===== config.mk =====
export PLATFORM = sky130hd
export DESIGN_NAME = tile_cmd_sequencer
export DESIGN_NICKNAME = d
export VERILOG_FILES = /design/src/rtl/tile_cmd_sequencer.sv
export SDC_FILE = /design/constraint.sdc
export NUM_CORES = 1
export LEC_CHECK = 0
export BUFFER_PORTS_ARGS = -buffer_cell sky130_fd_sc_hd__buf_2
export CORE_MARGIN = 8
export CORE_UTILIZATION = 55
export DETAILED_ROUTE_END_ITERATION = 6
export GPL_ROUTABILITY_DRIVEN = 0
export HOLD_SLACK_MARGIN = 0.06
export PLACE_DENSITY = 0.74
export SYNTH_ARGS = -nofsm -noshare
export SYNTH_HDL_FRONTEND = slang
export SYNTH_SLANG_ARGS = --single-unit

===== constraint.sdc =====
create_clock -name clk -period 10 [get_ports clk]
set_clock_uncertainty 0.05 [all_clocks]
set_input_delay 2.5 -clock clk [delete_from_list [all_inputs] [get_ports clk]]
set_output_delay 2.5 -clock clk [all_outputs]
set_load 0.03 [all_outputs]

===== src/rtl/tile_cmd_sequencer.sv =====
// Self-sequencing address/command engine for an ARR_DIM x ARR_DIM systolic tile.
// Walks every (i,j) tile of OUT = IN1 * IN2 and streams wload, in-read and out read/write commands.
module tile_cmd_sequencer #(
  parameter int ARR_DIM  = 4,
  parameter int DIM_BITS = 4,
  parameter int ADDR_W   = 10
) (
  input  logic                       clk,
  input  logic                       rst,
  input  logic                       start,
  input  logic                       abort,
  input  logic [DIM_BITS-1:0]        M,
  input  logic [DIM_BITS-1:0]        N,
  input  logic [DIM_BITS-1:0]        K,
  input  logic [ADDR_W-1:0]          base_in1,
  input  logic [ADDR_W-1:0]          base_in2,
  input  logic [ADDR_W-1:0]          base_out,
  output logic                       cmd_valid,
  input  logic                       cmd_ready,
  output logic [ADDR_W-1:0]          cmd_addr,
  output logic [1:0]                 cmd_kind,
  output logic [$clog2(ARR_DIM)-1:0] cmd_lane,
  output logic [$clog2(ARR_DIM)-1:0] cmd_row,
  output logic [DIM_BITS-1:0]        tile_i,
  output logic [DIM_BITS-1:0]        tile_j,
  output logic                       busy,
  output logic                       done,
  output logic                       err
);

  localparam int LW   = $clog2(ARR_DIM);
  localparam int RW   = (DIM_BITS > LW) ? DIM_BITS : LW;
  localparam int WIDE = ADDR_W + 2 * DIM_BITS;

  typedef enum logic [2:0] {
    S_IDLE, S_CHECK, S_WLOAD, S_INRD, S_OUTRW, S_DONE
  } state_e;

  typedef enum logic [1:0] {
    KIND_WLOAD = 2'b00,
    KIND_INRD  = 2'b01,
    KIND_ORD   = 2'b10,
    KIND_OWR   = 2'b11
  } kind_e;

  state_e              state_q, state_d;
  logic [DIM_BITS-1:0] m_q, m_d, n_q, n_d, k_q, k_d;
  logic [ADDR_W-1:0]   b1_q, b1_d, b2_q, b2_d, bo_q, bo_d;
  logic [DIM_BITS-1:0] i_q, i_d, j_q, j_d;
  logic [RW-1:0]       r_q, r_d;
  logic [LW-1:0]       c_q, c_d;
  logic                rd_ph_q, rd_ph_d;

  logic                cmd_valid_q, cmd_valid_d;
  logic [ADDR_W-1:0]   cmd_addr_q, cmd_addr_d;
  kind_e               cmd_kind_q, cmd_kind_d;
  logic [LW-1:0]       cmd_lane_q, cmd_lane_d;
  logic [LW-1:0]       cmd_row_q, cmd_row_d;
  logic [DIM_BITS-1:0] tile_i_q, tile_i_d, tile_j_q, tile_j_d;
  logic                busy_q, busy_d, done_q, done_d, err_q, err_d;

  logic [WIDE-1:0]     addr_lim, end_in1, end_in2, end_out;
  logic [DIM_BITS-1:0] n_tiles, k_tiles;
  logic                bad_job, xfer;
  logic                last_c, last_r, last_h, last_i, last_j;

  // Range sums are carried at full width so an overflow past the address space is visible.
  assign addr_lim = WIDE'(1) << ADDR_W;
  assign end_in1  = WIDE'(b1_q) + WIDE'(m_q) * WIDE'(n_q);
  assign end_in2  = WIDE'(b2_q) + WIDE'(n_q) * WIDE'(k_q);
  assign end_out  = WIDE'(bo_q) + WIDE'(m_q) * WIDE'(k_q);

  assign bad_job = (m_q == '0) || (n_q == '0) || (k_q == '0)
                || (|n_q[LW-1:0]) || (|k_q[LW-1:0])
                || (end_in1 > addr_lim) || (end_in2 > addr_lim) || (end_out > addr_lim);

  assign n_tiles = n_q >> LW;
  assign k_tiles = k_q >> LW;
  assign xfer    = cmd_valid_q && cmd_ready;
  assign last_c  = (c_q == LW'(ARR_DIM - 1));
  assign last_r  = (r_q == RW'(ARR_DIM - 1));
  assign last_h  = (r_q == RW'(m_q) - RW'(1));
  assign last_i  = (i_q == n_tiles - DIM_BITS'(1));
  assign last_j  = (j_q == k_tiles - DIM_BITS'(1));

  // NOTE: every variable gets its default before the case so no path leaves it unassigned (no latch).
  always_comb begin
    state_d = state_q;
    m_d     = m_q;
    n_d     = n_q;
    k_d     = k_q;
    b1_d    = b1_q;
    b2_d    = b2_q;
    bo_d    = bo_q;
    i_d     = i_q;
    j_d     = j_q;
    r_d     = r_q;
    c_d     = c_q;
    rd_ph_d = rd_ph_q;
    done_d  = 1'b0;
    err_d   = 1'b0;

    case (state_q)
      S_IDLE: begin
        if (start && !abort) begin
          m_d     = M;
          n_d     = N;
          k_d     = K;
          b1_d    = base_in1;
          b2_d    = base_in2;
          bo_d    = base_out;
          state_d = S_CHECK;
        end
      end
      S_CHECK: begin
        if (bad_job) begin
          err_d   = 1'b1;
          state_d = S_IDLE;
        end else begin
          state_d = S_WLOAD;
          i_d     = '0;
          j_d     = '0;
          r_d     = '0;
          c_d     = '0;
          rd_ph_d = 1'b0;
        end
      end
      S_WLOAD: begin
        if (xfer) begin
          c_d = c_q + LW'(1);
          if (last_c) begin
            r_d = last_r ? '0 : r_q + RW'(1);
            if (last_r) state_d = S_INRD;
          end
        end
      end
      S_INRD: begin
        if (xfer) begin
          c_d = c_q + LW'(1);
          if (last_c) begin
            r_d = last_h ? '0 : r_q + RW'(1);
            if (last_h) begin
              state_d = S_OUTRW;
              rd_ph_d = (i_q != '0);
            end
          end
        end
      end
      S_OUTRW: begin
        // Beyond the first N-tile each lane is read back before the accumulated write.
        if (xfer) begin
          if (rd_ph_q) begin
            rd_ph_d = 1'b0;
          end else begin
            c_d     = c_q + LW'(1);
            rd_ph_d = (i_q != '0);
            if (last_c) begin
              r_d = last_h ? '0 : r_q + RW'(1);
              if (last_h) begin
                rd_ph_d = 1'b0;
                if (!last_j) begin
                  j_d     = j_q + DIM_BITS'(1);
                  state_d = S_WLOAD;
                end else if (!last_i) begin
                  j_d     = '0;
                  i_d     = i_q + DIM_BITS'(1);
                  state_d = S_WLOAD;
                end else begin
                  state_d = S_DONE;
                  done_d  = 1'b1;
                end
              end
            end
          end
        end
      end
      S_DONE:  state_d = S_IDLE;
      default: state_d = S_IDLE;
    endcase

    if (abort && (state_q != S_IDLE)) begin
      state_d = S_IDLE;
      done_d  = 1'b0;
      err_d   = 1'b0;
    end
  end

  // Output fields are decoded from the next position so they register alongside the counters.
  always_comb begin
    cmd_addr_d = '0;
    cmd_kind_d = KIND_WLOAD;
    case (state_d)
      S_WLOAD: begin
        cmd_addr_d = ADDR_W'(WIDE'(b2_q)
                   + (WIDE'(i_d) * WIDE'(ARR_DIM) + WIDE'(r_d)) * WIDE'(k_q)
                   + WIDE'(j_d) * WIDE'(ARR_DIM) + WIDE'(c_d));
      end
      S_INRD: begin
        cmd_kind_d = KIND_INRD;
        cmd_addr_d = ADDR_W'(WIDE'(b1_q) + WIDE'(r_d) * WIDE'(n_q)
                   + WIDE'(i_d) * WIDE'(ARR_DIM) + WIDE'(c_d));
      end
      S_OUTRW: begin
        cmd_kind_d = rd_ph_d ? KIND_ORD : KIND_OWR;
        cmd_addr_d = ADDR_W'(WIDE'(bo_q) + WIDE'(r_d) * WIDE'(k_q)
                   + WIDE'(j_d) * WIDE'(ARR_DIM) + WIDE'(c_d));
      end
      default: ;
    endcase

    cmd_valid_d = (state_d == S_WLOAD) || (state_d == S_INRD) || (state_d == S_OUTRW);
    busy_d      = cmd_valid_d || (state_d == S_CHECK);
    cmd_lane_d  = cmd_valid_d ? c_d : '0;
    cmd_row_d   = (state_d == S_WLOAD) ? r_d[LW-1:0] : '0;
    tile_i_d    = cmd_valid_d ? i_d : tile_i_q;
    tile_j_d    = cmd_valid_d ? j_d : tile_j_q;
  end

  // NOTE: state registers use non-blocking assignments so every flop samples pre-edge values.
  always_ff @(posedge clk) begin
    if (rst) begin
      state_q     <= S_IDLE;
      m_q         <= '0;
      n_q         <= '0;
      k_q         <= '0;
      b1_q        <= '0;
      b2_q        <= '0;
      bo_q        <= '0;
      i_q         <= '0;
      j_q         <= '0;
      r_q         <= '0;
      c_q         <= '0;
      rd_ph_q     <= 1'b0;
      cmd_valid_q <= 1'b0;
      cmd_addr_q  <= '0;
      cmd_kind_q  <= KIND_WLOAD;
      cmd_lane_q  <= '0;
      cmd_row_q   <= '0;
      tile_i_q    <= '0;
      tile_j_q    <= '0;
      busy_q      <= 1'b0;
      done_q      <= 1'b0;
      err_q       <= 1'b0;
    end else begin
      state_q     <= state_d;
      m_q         <= m_d;
      n_q         <= n_d;
      k_q         <= k_d;
      b1_q        <= b1_d;
      b2_q        <= b2_d;
      bo_q        <= bo_d;
      i_q         <= i_d;
      j_q         <= j_d;
      r_q         <= r_d;
      c_q         <= c_d;
      rd_ph_q     <= rd_ph_d;
      cmd_valid_q <= cmd_valid_d;
      cmd_addr_q  <= cmd_addr_d;
      cmd_kind_q  <= cmd_kind_d;
      cmd_lane_q  <= cmd_lane_d;
      cmd_row_q   <= cmd_row_d;
      tile_i_q    <= tile_i_d;
      tile_j_q    <= tile_j_d;
      busy_q      <= busy_d;
      done_q      <= done_d;
      err_q       <= err_d;
    end
  end

  assign cmd_valid = cmd_valid_q;
  assign cmd_addr  = cmd_addr_q;
  assign cmd_kind  = cmd_kind_q;
  assign cmd_lane  = cmd_lane_q;
  assign cmd_row   = cmd_row_q;
  assign tile_i    = tile_i_q;
  assign tile_j    = tile_j_q;
  assign busy      = busy_q;
  assign done      = done_q;
  assign err       = err_q;

endmodule


# ---- Yosys cells after proc, flatten, opt, wreduce, memory -nomap -nowiden
# Index checks and enable logic that the tools add are counted.
# Widths: inputs -> output; s select.
dict set report totals {
  reg_bits 88
  input_bits 47
  out_inout_bits 28
  word_cells 161
}
dict set report classes {
  n_addsub 20
  n_mul 6
  n_lt_le_gt_ge 3
  eq_ne 13
  mux 61
  bitwise 8
  n_reduce_logical 28
}
# operator count
set ops {}
lappend ops {{$mux 4} 23}
lappend ops {{$mux 3} 14}
lappend ops {{$mul 4x4->8} 5}
lappend ops {{$add 10x8->11} 3}
lappend ops {{$gt 11x11->1 const B} 3}
lappend ops {{$add 10x2->10} 3}
lappend ops {{$add 10x6->10} 3}
lappend ops {{$pmux 10 s3} 1}
lappend ops {{$add 10x8->10} 2}
lappend ops {{$pmux 4 s2} 2}
lappend ops {{$pmux 4 s4} 1}
lappend ops {{$pmux 3 s5} 1}
lappend ops {{$add 4x1->4 const B} 3}
lappend ops {{$eq 3x2->1 const B} 4}
lappend ops {{$eq 4x4->1} 3}
lappend ops {{$logic_not 4->1} 3}
lappend ops {{$mux 1} 11}
lappend ops {{$add 10x10->10} 1}
lappend ops {{$logic_or 1x1->1} 10}
lappend ops {{$mul 7x4->10} 1}
lappend ops {{$mux 2} 5}
lappend ops {{$reduce_or 2->1} 5}
lappend ops {{$not 1->1} 8}
lappend ops {{$reduce_or 8->1} 1}
lappend ops {{other kinds (18)} 23}

# ---- Longest topological paths before layout
# Gate-level depths: netlist (run 1).
dict set report logic_depth {
  word_depth 16
  ltp_mapped 36
  mapped_depth_nobuf 35
}

# ---- Least setup slack after synthesis (run 1)
# Ideal clock, no wire load.
dict set report synth_timing {
  kind {register to register}
  from {register k_q[3]}
  to {register cmd_addr_q[9] (netlist: cmd_addr[9])}
  setup_time_ps 117
  t_arrival_ps 8741
  t_required_ps 9833
  path_slack_ps 1091
  stages_incl_launch_ff 33
  n_path_buf 1
  synth_period_minus_slack_ps 8909
  cell_sequence {dfxtp_1 -> clkbuf_1 -> nand2_1 -> fa_1 -> fa_1 -> fa_1 -> inv_1 -> ha_1 -> a21oi_1 -> o32ai_1 -> a2111oi_0 -> a31oi_1 -> nor4_4 -> o21ai_1 -> a221oi_4 -> inv_2 -> ha_1 -> fa_1 -> xor2_1 -> and2_1 -> fa_1 -> fa_1 -> inv_1 -> fa_1 -> inv_1 -> ha_1 -> a21oi_1 -> nor2b_1 -> o21a_1 -> o41ai_1 -> xnor2_1 -> a41o_1 -> a32o_1}
}
dict set report synth_between {
  elab_chain_cells 15
  elab_cells_between_ends 58
  classes_between {add/sub: 13; mul: 5; order compare: 2; eq/ne: 4; mux: 27; reduce/logical: 7}
}
# element line_no
set synth_rtl {}
lappend synth_rtl {{start, declared} 47} ;# logic [DIM_BITS-1:0] m_q, m_d, n_q, n_d, k_q, k_d;
lappend synth_rtl {{start signal, assigned} 248} ;# k_q <= k_d;
lappend synth_rtl {{parallel branches: the longest is 6 deep, another holds $add 10x8->11} -}
lappend synth_rtl {{$logic_or 1x1->1 *} 75} ;# || (end_in1 > addr_lim) || (end_in2 > addr_lim) || (end_out > addr_lim);
lappend synth_rtl {{$mux 4 *} 116} ;# if (bad_job) begin
lappend synth_rtl {{$pmux 4 s4 *} 103} ;# case (state_q)
lappend synth_rtl {{net r_d[2]} 50} ;# logic [RW-1:0] r_q, r_d;
lappend synth_rtl {{$add 6x4->7} 195} ;# + (WIDE'(i_d) * WIDE'(ARR_DIM) + WIDE'(r_d)) * WIDE'(k_q)
lappend synth_rtl {{$mul 7x4->10} 195}
lappend synth_rtl {{$add 10x10->10} 195}
lappend synth_rtl {{$add 10x6->10} 196} ;# + WIDE'(j_d) * WIDE'(ARR_DIM) + WIDE'(c_d));
lappend synth_rtl {{$add 10x2->10} 196}
lappend synth_rtl {{$pmux 10 s3 *} 192} ;# case (state_d)
lappend synth_rtl {{end signal, assigned} 258} ;# cmd_addr_q <= cmd_addr_d;
lappend synth_rtl {{end, declared} 55} ;# logic [ADDR_W-1:0] cmd_addr_q, cmd_addr_d;
# Mark *: on every way through the listed nets, which the timed path passes.
# A chain may end at the register's enable or synchronous reset.

# ---- Final worst setup path (run 1)
dict set report layout_timing {
  from {register k_q[2]}
  to {register cmd_addr_q[9] (netlist: cmd_addr[9])}
}
# Same word-level chain as after synthesis.

==> results.yml, run 1 <==
outcome:
  outcome: "complete, no violations"
clocking:
  cts_root_buf: "clkbuf_16"
  worstSkewPairLatency_ps: 360
  cts_tree: "built"
  cts_buffer_depth: 2
  ctsResizeCount: 0
  htree_levels: 3
  cts_sinks: 88
  clk_pin_slew_worst_paths_ps: 60
  cts_made_buffers: 9
detailed_routing:
  postRouteAntennaNets: 0
  route.detailed.drc: 0
  viasPerCell: 5.70
  routedLengthMet1_mm: 11.1
  vias: 8050
  routedWlPerCell_um: 17.9
  drt_wl_total_mm: 25.3
  met2RoutedLength_mm: 11.6
  topRoutingLayerUsed: "met4"
  drtIter0Drc: 550
  route.met3.wl_mm: 1.69
  firstDrtPassIters: 5
power:
  p_leak_nw: 5.00
  power.density_nw_per_um2: 86.5
  vdd_ir_drop_max_uv: 84.8
floorplan:
  die_h_um: 146
  start_util: 0.563
  fp.dieW_um: 146
  rows: 47
  dieArea_um2: 21400
  core_area_um2: 16600
  ios: 75
timing:
  setup_ws_ps: 433
  fin_crit_ps: 9570
  hold_violations: 0
  finalSetupViolCount: 0
  period_share: 0.957
  rsz0062_at_grt: "false"
  slew_headroom: 0.325
  fin_tns_setup_ps: 0
  maxSlewViolCount: 0
  tightest_slew_ps: 1010
  timing.fmax_mhz: 105
logic_synthesis:
  netlist_instances: 1130
  yosysSeqAreaShare: 0.189
  synth_compound_area_frac: 0.155
  avgSynthCellArea_um2: 8.26
  yosysWarningCount: 0
  yosys.area_share.adder: 0.325
  synth_ff_type: "dfxtp_1"
  synth_seq_cells: 88
  synthSimpleGateAreaFrac: 0.192
  async_flop_share: 0
  synth_top_family_by_area: "adder cells"
  synth_edf_count: 0
  synth.distinct_cells: 70
  yosys-mux-area-fraction: 0.00979
  synth_xor_area_frac: 0.0446
  syn_nets: 1369
  syn_area_um2: 9330
cells_and_area:
  syn_to_final_growth_pct: 9.87
  finalNetCount: 1427
  regArea_um2: 1760
  multi_input_area_um2: 6780
  fill_cells: 1494
  drive_gt1_frac: 0.112
  diodes: 0
min_path:
  min_path_cells: 2
  hold_class: "reg -> reg"
setup_path:
  cpLargestDelayFamily: "adder cells"
  worstSetupEndpointType: "register"
  cp_num_cells: 34
  r2r_slack_ps: 430
  crit_required_ps: 10200
  crit_top_cell: "fa_1"
  slowest_delay_ps: 590
  crit_fanout: 11
  cpMaxStageDelayCell: "a41oi_1"
  r2r_cells: 34
  criticalPathCategory: "reg -> reg"
  critPathArrivalTime_ps: 9760
  cp-start-kind: "register"
  path_buf_inv: 6
grt:
  grt_pass1_wl_mm: 41.4
  overflow: 0
  grt_pass1_vias: 8052
  antenna_found_initial: 0
  grtUsageTotal: 0.241
  grt_max_degree: 82
run:
  maxCapViolCount: 0
place:
  dpl.hpwl_mm: 19.8
  io_buffers: 74
  place_ws_ps: 357
==> worst min-delay path: stages, from the launching register on <==
cell and delay (ps):
dfxtp_1 310, inv_1 60, a211oi_2 50
==> power by group <==
group          switching (mW)  internal [mW]  total, mW
combinational          0.0867         0.0532      0.140
sequential             0.0159          0.361      0.377
clock                   0.153          0.217      0.370
total                   0.256          0.631      0.887
==> layout make-up <==
cell class,count,area share
clock buffer,9,0.0220
tap,220,0.0268
clock inverter,6,0.00830
timing repair buffer,93,0.0500
multi-input combinational,832,0.661
sequential,88,0.172
inverter,164,0.0600
==> logic make-up (layout without fill, tap and decap cells) <==
logic type,Yosys count,count (layout)
and+or+nand+nor,368,368
AOI/OAI and AO/OA,217,217
DFF,88,88
xor gates and xnor gates,46,46
adders and majority gates,192,192
muxes,9,9
buffers and inverters,210,272
==> layout by cell type, fill, tap and decap left out, drive strengths merged, types with 4 or more instances in the layout <==
cell,synthesis,final
nor2,72,72
fa,84,84
or3,5,5
and3,5,5
a21oi,100,100
o21bai,7,7
xor2,17,17
nand4b,4,4
mux2i,8,8
o211ai,5,5
nand2b,9,9
clkbuf,42,9
o21a,4,4
nor3,26,26
inv,164,164
a2bb2oi,10,10
o21ai,19,19
a21o,11,11
nand2,139,139
nor3b,6,6
nand3,8,8
dfxtp,88,88
and2,60,60
xnor2,28,28
o22ai,5,5
ha,108,108
nand4,5,5
buf,4,93
a31oi,8,8
a211oi,12,12
nor2b,16,16
==> flip-flops by register name, summed over array words and instances, names as in the netlist, 3 cells and up <==
| register | cells |
|---|---|
| r_q | 4 |
| j_q | 4 |
| bo_q | 10 |
| m_q | 4 |
| tile_j | 4 |
| cmd_addr | 10 |
| b1_q | 10 |
| k_q | 4 |
| i_q | 4 |
| n_q | 4 |
| tile_i | 4 |
| state_q | 3 |
| b2_q | 10 |
==> final timing paths <==
| check | endpoint | from |
|---|---|---|
| setup / recovery | cmd_addr[9] | k_q[2] |
| hold / removal | tile_j[2] | tile_j[2] |
| setup reg to reg | cmd_addr[9] | k_q[2] |
| hold reg to reg | tile_j[2] | tile_j[2] |
==> metal layers <==
| layer | vias to the layer above | global-route usage |
|---|---|---|
| met5 | - | 0 |
| met4 | 0 | 0.107 |
| met3 | 53 | 0.0396 |
| met2 | 294 | 0.396 |
| met1 | 3861 | 0.307 |
| li1 | 3842 | - |
==> synth_stat cells (3+ instances only) <==
cell,number,share of area
o21a_1,4,0.0032
buf_2,4,0.0021
inv_1,162,0.065
nand4_1,5,0.0034
a31o_2,3,0.0028
fa_1,84,0.18
and3_1,5,0.0034
o22ai_1,5,0.0034
xor2_1,17,0.016
clkbuf_1,42,0.017
o21bai_1,7,0.0056
o21ai_0,17,0.0091
dfxtp_1,88,0.19
nor3b_1,6,0.0048
nor2b_1,16,0.011
nor3_1,25,0.013
nand2_1,138,0.055
and2_1,60,0.040
nor2_1,71,0.029
a21o_1,11,0.0088
mux2i_1,8,0.0086
a2bb2oi_1,10,0.0094
a211oi_1,9,0.0072
xnor2_1,28,0.026
a31oi_1,8,0.0054
nand4b_1,4,0.0038
nand2b_1,9,0.0060
nand3_1,8,0.0043
or2_2,3,0.0020
or4_1,3,0.0024
ha_1,108,0.14
a211oi_2,3,0.0040
o211ai_1,5,0.0040
or3_1,5,0.0034
a21oi_1,100,0.054
==> through the flow <==
step                       util  instances  hold slack (ps)  cell area, um2  power, mW
after floorplan               -       1130              386            9330      0.475
after global placement    0.599       1396              394            9940      0.520
after detailed placement  0.599       1396              400            9940      0.522
after CTS                 0.618       1411              410           10200      0.889
after global routing      0.618       1412              430           10300      0.921
final                     0.618       1412              407           10300      0.887
==> timing repair <==
action | in CTS | in global routing
setup endpoints to repair | 0 | 2
setup buffers | 0 | 1
endpoints found under the hold margin | 0 | 0
hold buffers | 0 | 0
No activity file was read; power rests on OpenSTA's default activity.
==> inputs of run 2 (changes only) <==
==> constraint.sdc (replaced) <==
create_clock -name clk -period 11.2 [get_ports clk]
set_clock_uncertainty 0.05 [all_clocks]
set_input_delay 2.8 -clock clk [delete_from_list [all_inputs] [get_ports clk]]
set_output_delay 2.8 -clock clk [all_outputs]
set_load 0.03 [all_outputs]
==> results.yml, run 2 (same netlist as run 1, synthesis figures left out) <==
place:
  io_buffers: 74
  placed_cells: 1386
  place_ws_ps: 1210
  placed_area_um2: 9860
  dpl.hpwl_mm: 19.4
outcome:
  outcome: "complete, no violations"
cells_and_area:
  fill_cells: 1475
  layout_commonest_cell: "inv_1"
  design_area_um2: 10200
  finalNetCount: 1416
  drive_gt1_frac: 0.103
  syn_to_final_growth_pct: 8.93
  layout_common_cells: "162 x inv_1, 138 x nand2_1, 108 x ha_1"
  final_cells: 1401
  diodes: 0
timing:
  timing.fmax_mhz: 99.2
  fin_tns_setup_ps: 0
  period_share: 0.900
  rsz0062_at_grt: "false"
  maxSlewViolCount: 0
  tightest_slew_ps: 983
  hold_violations: 0
  finalSetupViolCount: 0
  setup_ws_ps: 1120
  fin_crit_ps: 10080
  slew_headroom: 0.345
floorplan:
  die_h_um: 146
  start_util: 0.563
  ios: 75
  core_area_um2: 16600
  fp.dieW_um: 146
  rows: 47
  dieArea_um2: 21400
grt:
  use_met1: 0.308
  grt_pass1_wl_mm: 40.7
  grt_pass1_vias: 7886
  use_met2: 0.370
  grtUsageTotal: 0.235
  met3_usage: 0.0445
  antenna_found_initial: 0
  busiest_layer: "met2"
  grt_max_degree: 82
  overflow: 0
min_path:
  min_to: "b1_q[6]"
  min_path_cells: 2
  min_from: "b1_q[6]"
  hold_class: "reg -> reg"
clocking:
  worstSkewPairLatency_ps: 360
  cts_root_buf: "clkbuf_16"
  cts_buffer_depth: 2
  ctsResizeCount: 0
  cts_sinks: 88
  htree_levels: 3
  hold_buffers: 0
  clk_pin_slew_worst_paths_ps: 70
  cts_made_buffers: 9
  cts_tree: "built"
  post_cts_buffers: 0
setup_path:
  criticalPathCategory: "reg -> reg"
  crit_required_ps: 11400
  r2r_cells: 31
  r2r_slack_ps: 1120
  cpMaxStageDelayCell: "dfxtp_1"
  cp-start-kind: "register"
  crit_fanout: 15
  slowest_delay_ps: 670
  r2r-end: "cmd_addr[9]"
  rr_startpoint: "k_q[2]"
  crit_top_cell: "fa_1"
  worstSetupEndpointType: "register"
  critPathArrivalTime_ps: 10280
  crit_path_start: "k_q[2]"
detailed_routing:
  firstDrtPassIters: 5
  viasPerCell: 5.70
  route.detailed.drc: 0
  drtIter0Drc: 645
  drt_wl_total_mm: 24.4
  vias: 7982
  routedWlPerCell_um: 17.4
  postRouteAntennaNets: 0
power:
  vdd_ir_drop_max_uv: 72.3
  p_leak_nw: 4.95
  power.density_nw_per_um2: 76.7
run:
  maxCapViolCount: 0
[run 2: changes by cell type in the layout (fill, tap and decap cells not counted), sizes merged]
cell | previous run | this run
clkbuf | 9 | 11
clkinvlp | 2 | 0
bufinv | 2 | 1
inv | 164 | 165
buf | 93 | 82
[run 2: routing by layer]
layer	vias up	part of all wire
li1	3817	-
met1	3787	0.44
met3	69	0.070
met2	309	0.44
met5	-	0
met4	0	0.042
[run 2: power breakdown]
group	leakage, nW	total (mW)	switching [mW]	internal (mW)
clock	0.152	0.321	0.136	0.185
sequential	0.714	0.338	0.0153	0.322
combinational	4.08	0.121	0.0750	0.0463
[run 2: area by class of cell]
| cell class | count | area, um2 | share of cell area |
|---|---|---|---|
| clock inverters | 4 | 52.6 | 0.00517 |
| repair buffers | 82 | 430 | 0.0423 |
| well taps | 220 | 275 | 0.0271 |
| flip-flops and latches | 88 | 1760 | 0.173 |
| inverters | 164 | 616 | 0.0605 |
| multi-input cells | 832 | 6780 | 0.667 |
| clock buffers | 11 | 253 | 0.0249 |
[run 2: worst max path at each step]
stage / depth (start not counted) / end / slack, ps
finish: 31 / cmd_addr[9] / 1120
detailed placement: 31 / cmd_addr[9] / 1210
CTS: 31 / cmd_addr[9] / 1190
floorplan: 32 / cmd_addr[9] / 2290
global route: 31 / cmd_addr[9] / 630
global placement: 31 / cmd_addr[9] / 1440
[run 2: per-stage QoR]
step / hold WS (ps) / utilization / power [mW]
floorplan: 386 / - / 0.424
global placement: 393 / 0.595 / 0.462
detailed placement: 399 / 0.595 / 0.465
CTS: 408 / 0.613 / 0.783
global route: 426 / 0.613 / 0.812
finish: 404 / 0.613 / 0.780
[run 2: worst max-delay path: cells and delay by family, from the launching register on]
kind / cells / cell delay [ps]
AND/OR/NAND/NOR: 4 / 1060
AO/OA/AOI/OAI: 11 / 3150
XOR/XNOR: 2 / 460
buffers and inverters: 4 / 260
adder cells (fa/ha/maj): 10 / 4350
flip-flops: 1 / 670
